===== config.mk =====
export PLATFORM = sky130hd
export DESIGN_NAME = nn_act_ser
export DESIGN_NICKNAME = d
export VERILOG_FILES = /design/src/rtl/nn_pkg.sv /design/src/rtl/nn_act.sv /design/src/rtl/nn_act_ser.sv
export SDC_FILE = /design/constraint.sdc
export NUM_CORES = 1
export LEC_CHECK = 0
export ABC_AREA = 1
export BUFFER_PORTS_ARGS = -buffer_cell sky130_fd_sc_hd__buf_2
export CELL_PAD_IN_SITES_DETAIL_PLACEMENT = 0
export CELL_PAD_IN_SITES_GLOBAL_PLACEMENT = 2
export CORE_ASPECT_RATIO = 0.75
export CORE_MARGIN = 2
export CORE_UTILIZATION = 34
export DETAILED_ROUTE_END_ITERATION = 16
export PLACE_DENSITY = 0.87
export SLEW_MARGIN = 40
export SYNTH_ARGS = -nofsm -noshare
export SYNTH_HDL_FRONTEND = slang
export SYNTH_SLANG_ARGS = --single-unit

===== constraint.sdc =====
create_clock -name clk -period 4.8 [get_ports clk]
set_input_delay 0.96 -clock clk [delete_from_list [all_inputs] [get_ports clk]]
set_output_delay 0.96 -clock clk [all_outputs]
set_load 0.02 [all_outputs]

===== src/rtl/nn_pkg.sv =====
// Shared constants and types for the neuron output stage: Q-format, widths,
// activation select codes and serialiser state encoding.
package nn_pkg;
  localparam int FRAC   = 8;
  localparam int N_OUT  = 8;
  localparam int DATA_W = 16;

  localparam logic [1:0] ACT_LIN  = 2'b00;
  localparam logic [1:0] ACT_RELU = 2'b01;
  localparam logic [1:0] ACT_HSIG = 2'b10;

  typedef enum logic {
    IDLE = 1'b0,
    SEND = 1'b1
  } state_t;
endpackage


===== src/rtl/nn_act.sv =====
// Combinational fixed-point activation: linear, ReLU or hard-sigmoid,
// evaluated in 18-bit signed and saturated back to 16 bits.
module nn_act #(
  parameter int FRAC = nn_pkg::FRAC
) (
  input  logic [15:0] z,
  input  logic [1:0]  act_sel,
  output logic [15:0] y
);
  import nn_pkg::*;

  localparam logic signed [17:0] HALF = 18'sd1 <<< (FRAC - 1);
  localparam logic signed [17:0] ONE  = 18'sd1 <<< FRAC;

  logic signed [17:0] zx;
  logic signed [17:0] t;
  logic signed [17:0] r;

  always_comb begin
    zx = {{2{z[15]}}, z};
    // Arithmetic shift floors toward -inf, giving 0.25*z + 0.5.
    t  = (zx >>> 2) + HALF;
    case (act_sel)
      ACT_RELU: r = zx[17] ? 18'sd0 : zx;
      ACT_HSIG: r = (t < 18'sd0) ? 18'sd0 : ((t > ONE) ? ONE : t);
      default:  r = zx;
    endcase
    if (r > 18'sd32767)
      y = 16'h7FFF;
    else if (r < -18'sd32768)
      y = 16'h8000;
    else
      y = r[15:0];
  end
endmodule


===== src/rtl/nn_act_ser.sv =====
// Captures eight accumulator results in one cycle, then streams their
// activated values out one beat per handshake with index and last flag.
module nn_act_ser #(
  parameter int FRAC  = nn_pkg::FRAC,
  parameter int N_OUT = nn_pkg::N_OUT
) (
  input  logic        clk,
  input  logic        rst_n,
  input  logic [15:0] z0,
  input  logic [15:0] z1,
  input  logic [15:0] z2,
  input  logic [15:0] z3,
  input  logic [15:0] z4,
  input  logic [15:0] z5,
  input  logic [15:0] z6,
  input  logic [15:0] z7,
  input  logic [1:0]  act_sel,
  input  logic        cap_valid,
  output logic        cap_ready,
  output logic        m_valid,
  input  logic        m_ready,
  output logic [15:0] m_data,
  output logic [2:0]  m_idx,
  output logic        m_last
);
  import nn_pkg::*;

  localparam logic [2:0] LAST_IDX = 3'(N_OUT - 1);

  logic [DATA_W-1:0] z_in [N_OUT];
  logic [DATA_W-1:0] zbuf [N_OUT];
  logic [1:0]        act_reg;
  state_t            state;
  logic              capture;
  logic              beat;
  logic [2:0]        nxt_idx;
  logic [DATA_W-1:0] act_z;
  logic [DATA_W-1:0] act_y;
  logic [1:0]        act_mode;

  assign z_in[0] = z0;
  assign z_in[1] = z1;
  assign z_in[2] = z2;
  assign z_in[3] = z3;
  assign z_in[4] = z4;
  assign z_in[5] = z5;
  assign z_in[6] = z6;
  assign z_in[7] = z7;

  assign capture = cap_valid && cap_ready;
  assign beat    = m_valid && m_ready;
  assign nxt_idx = m_idx + 3'd1;

  // Single activation unit: fed live z0 on the capture edge, else the buffer.
  assign act_z    = capture ? z0 : zbuf[nxt_idx];
  assign act_mode = capture ? act_sel : act_reg;

  nn_act #(.FRAC(FRAC)) u_act (
    .z       (act_z),
    .act_sel (act_mode),
    .y       (act_y)
  );

  generate
    for (genvar gi = 0; gi < N_OUT; gi++) begin : g_buf
      always_ff @(posedge clk or negedge rst_n) begin
        if (!rst_n)
          zbuf[gi] <= '0;
        else if (capture)
          zbuf[gi] <= z_in[gi];
      end
    end
  endgenerate

  always_ff @(posedge clk or negedge rst_n) begin
    if (!rst_n) begin
      state     <= IDLE;
      cap_ready <= 1'b0;
      m_valid   <= 1'b0;
      m_data    <= '0;
      m_idx     <= '0;
      m_last    <= 1'b0;
      act_reg   <= ACT_LIN;
    end else begin
      case (state)
        IDLE: begin
          if (capture) begin
            act_reg   <= act_sel;
            m_data    <= act_y;
            m_idx     <= '0;
            m_valid   <= 1'b1;
            m_last    <= 1'b0;
            cap_ready <= 1'b0;
            state     <= SEND;
          end else begin
            cap_ready <= 1'b1;
          end
        end
        SEND: begin
          if (beat) begin
            if (m_idx == LAST_IDX) begin
              m_valid   <= 1'b0;
              m_last    <= 1'b0;
              cap_ready <= 1'b1;
              state     <= IDLE;
            end else begin
              m_idx  <= nxt_idx;
              m_data <= act_y;
              m_last <= (nxt_idx == LAST_IDX);
            end
          end
        end
      endcase
    end
  end
endmodule


==> results.txt <==
----------------------------------------------------
[Timing]
  Minimum period implied by the final worst setup slack ... 3480 ps
  Achievable clock frequency ... 287 MHz
  Final period utilization ... 72.6%
  Hold Slack ... 474 ps
  Max-slew headroom at the worst pin ... 48.4%
  Final hold violation count ... 0
  Final sum of negative setup slack ... 0 ps
  Number of endpoints failing setup at the final stage ... 0
  Final number of max-transition violations ... 0
  Clock Skew ... 8.43 ps
  RSZ-0062 raised after global routing ... false
  Worst-margin pin slew ... 774 ps

[Setup path]
  Signal arrival time at the worst endpoint ... 3800 ps
  CP Class ... flop to flop
  Critical path launch point type ... flop
  CP max FO ... 18
  Cell type of the slowest stage on the worst timing path ... sky130_fd_sc_hd__ha_1
  Most prevalent standard cell on the critical path ... sky130_fd_sc_hd__nand2_1
  Cell count of the worst reg-to-reg path ... 18
  Critical Path End Type ... flop
  Critical Path, Cell by Cell ... ha_1 -> ha_1 -> inv_2 -> nand3_1 -> nand3_1 -> nand2_2 -> ha_1 -> nand2_2 -> nor2_1 -> nand2_1 -> nand2_1 -> nand2_1 -> nor2_4 -> nand3_1 -> nand2_1 -> nand2_1 -> nand2_1 -> nand2_1
  Worst stage delay on the critical path ... 790 ps
  Req. time, crit path ... 5110 ps

[Cells and area]
  Area added between synthesis and finish ... 20.3%
  Multi-input gate area in the final layout ... 3030 um2
  Fill count ... 2,363
  Layout cell share with drive strength beyond 1 ... 18.2%
  Final #Nets ... 1,280
  Footprint of the flip-flops and latches ... 3830 um2
  Max FFs per register ... 128
  Count of non-filler cells in the finished layout ... 1,446
  Register with the most flip-flops ... zbuf
  Final standard cell utilization of the core ... 41.7%
  Number of antenna repair diodes ... 0
  Registers with the highest flip-flop counts ... zbuf: 128 flops, m_data: 16 flops, m_idx: 3 flops

[Floorplan]
  Vertical die dimension ... 134 um
  Chip Width ... 177 um
  Number of placed I/O pins ... 156
  Standard cell core area ... 22,100 um2
  Std-Cell Rows ... 47
  Full die area ... 23,800 um2
  Starting Density ... 34.6%

[Logic synthesis]
  Post-synth EDFFs ... 0
  Most used standard cells in the synthesized netlist ... sky130_fd_sc_hd__nand2_1 (355), sky130_fd_sc_hd__dfrtp_1 (153), sky130_fd_sc_hd__o21ai_0 (138), sky130_fd_sc_hd__inv_1 (129), sky130_fd_sc_hd__nand3_1 (89)
  Top-count cell post-synth ... sky130_fd_sc_hd__nand2_1
  Ys Warns ... 0
  Area of the mapped netlist ... 7660 um2
  Number of synthesized register bits ... 153
  Distinct cell type count after synthesis ... 32
  Portion of the post-synthesis area used by sequential elements ... 50.0%
  Top-area cell type share of the netlist area ... 50.0%
  Avg Inst Size Synth ... 7.55 um2
  Post-synth top area cell ... sky130_fd_sc_hd__dfrtp_1
  Post-synthesis cell count ... 1,015
  Async set or reset register ratio after synthesis ... 100%
  Post-Synthesis Net Count ... 1,155
  Primary flip-flop cell chosen by synthesis mapping ... sky130_fd_sc_hd__dfrtp_1
  Cell types occupying the most area after synthesis ... sky130_fd_sc_hd__dfrtp_1 (50%), sky130_fd_sc_hd__nand2_1 (17%), sky130_fd_sc_hd__o21ai_0 (9.0%)

[CTS]
  Number of hold buffers added after cts ... 0
  Total clock buffers created by CTS ... 17
  Maximum clock insertion buffer count ... 2
  Clock-pin slew on the worst setup and hold paths ... 60 ps
  Clk sinks ... 153
  Post-CTS Resized ... 0
  H-tree depth ... 4
  Clock network latency to the later pin of the worst-skew pair ... 420 ps
  Root cell of the clock tree ... sky130_fd_sc_hd__clkbuf_16
  CTS tree ... done
  Setup Fix Bufs, Post-CTS ... 0

[Detailed routing]
  Per-cell via count in the routed design ... 4.70
  Avg WL per Cell ... 15.8 um
  Total number of vias ... 6,792
  Final routed wirelength across all metal layers ... 22,800 um
  Initial drt markers ... 526
  Post-route DRC ... 0
  Router iterations before antenna repair ... 5
  Post-route antenna net violation count ... 0

[Place]
  HPWL after DPL ... 15,800 um
  Cell count after placement ... 1,415
  Count of port buffers added during placement ... 155
  Final GP Congestion ... 0.806

[Hold path]
  Worst hold path depth ... 2
  Hold crit path type ... flop to flop

[Power and ir drop]
  Total power ... 6.63 mW
  Leak ... 4.87 nW
  Cell area power density ... 719 nW/um2
  VDD IR max ... 0.427 mV

[Status]
  Result of the run ... completed

[Global route]
  Number of global-route vias before repair ... 6,640
  Number of antenna violations at the first check in global routing ... 0
  Overall overflow remaining after global route ... 0
  Global-route wire length before repair ... 36,200 um
  Maximum number of pins on one net before global-route repair ... 95
  All-Layer GR Usage ... 19.8%

[Flow run]
  Number of maximum-capacitance violations ... 0

----------------------------------------------------
layer usage:
metal	global-route usage [%]	share of wire, %
met5	0	0
met4	3.42	0.55
met3	3.74	5.6
met2	28.5	41
met1	30.9	53
critical path, delay by kind of cell, from the launching register on:
family / cells / cell delay [ps]
DFF: 1 / 430
adders and majority gates: 3 / 1200
buffers and inverters: 1 / 340
and+or+nand+nor: 14 / 1400
power breakdown:
part,switching (mW),total (mW),internal [mW]
Clock,0.547,1.44,0.894
Sequential,0.187,1.97,1.79
Combinational,2.25,3.21,0.960
cell families after synthesis:
group | share of synthesized area (%)
XOR/XNOR | 0.114
buffers and inverters | 10.5
AO/OA/AOI/OAI | 11.9
flip-flops | 50.0
adder cells (fa/ha/maj) | 0.980
AND/OR/NAND/NOR | 26.5
placed cells by master, fill, tap and decap left out, types with 2 or more instances in the layout:
| master | count |
|---|---|
| sky130_fd_sc_hd__clkbuf_8 | 3 |
| sky130_fd_sc_hd__clkbuf_16 | 17 |
| sky130_fd_sc_hd__o21ai_0 | 138 |
| sky130_fd_sc_hd__nand4_1 | 10 |
| sky130_fd_sc_hd__ha_1 | 6 |
| sky130_fd_sc_hd__o221ai_1 | 2 |
| sky130_fd_sc_hd__inv_6 | 2 |
| sky130_fd_sc_hd__inv_2 | 3 |
| sky130_fd_sc_hd__nand2_2 | 5 |
| sky130_fd_sc_hd__bufinv_16 | 4 |
| sky130_fd_sc_hd__o211ai_1 | 9 |
| sky130_fd_sc_hd__nand3_1 | 89 |
| sky130_fd_sc_hd__clkinv_2 | 4 |
| sky130_fd_sc_hd__dfrtp_1 | 152 |
| sky130_fd_sc_hd__nor2_1 | 27 |
| sky130_fd_sc_hd__buf_2 | 154 |
| sky130_fd_sc_hd__nand2_1 | 354 |
| sky130_fd_sc_hd__buf_4 | 6 |
| sky130_fd_sc_hd__inv_1 | 128 |
| sky130_fd_sc_hd__a21oi_1 | 17 |
| sky130_fd_sc_hd__clkinvlp_4 | 2 |
| sky130_fd_sc_hd__or2_2 | 2 |
| sky130_fd_sc_hd__o31ai_1 | 2 |
| sky130_fd_sc_hd__nor2_4 | 2 |
through the flow:
step | area (um2) | setup slack [ps]
finish | 9220 | 1320
global route | 9220 | 990
CTS | 9220 | 1350
detailed placement | 8590 | 1400
global placement | 8590 | 1490
floorplan | 7660 | 1890
final timing paths:
check	endpoint	startpoint	slack (ps)
worst max-delay path	m_data[8]	m_idx[0]	1320
worst min-delay path	zbuf[65]	zbuf[65]	470
worst max register to register	m_data[8]	m_idx[0]	1320
worst min register to register	zbuf[65]	zbuf[65]	470
max in group asynchronous	m_idx[0]	rst_n	3360
min in group asynchronous	zbuf[56]	rst_n	560
area by class of cell:
cell class	instances	area share (%)
repair buffers	163	9.34
multi-input cells	672	32.9
clock buffers	19	4.91
well taps	294	3.99
clock inverters	12	1.87
flip-flops and latches	153	41.6
inverters	133	5.47
Power figures use the tool's default switching activity.
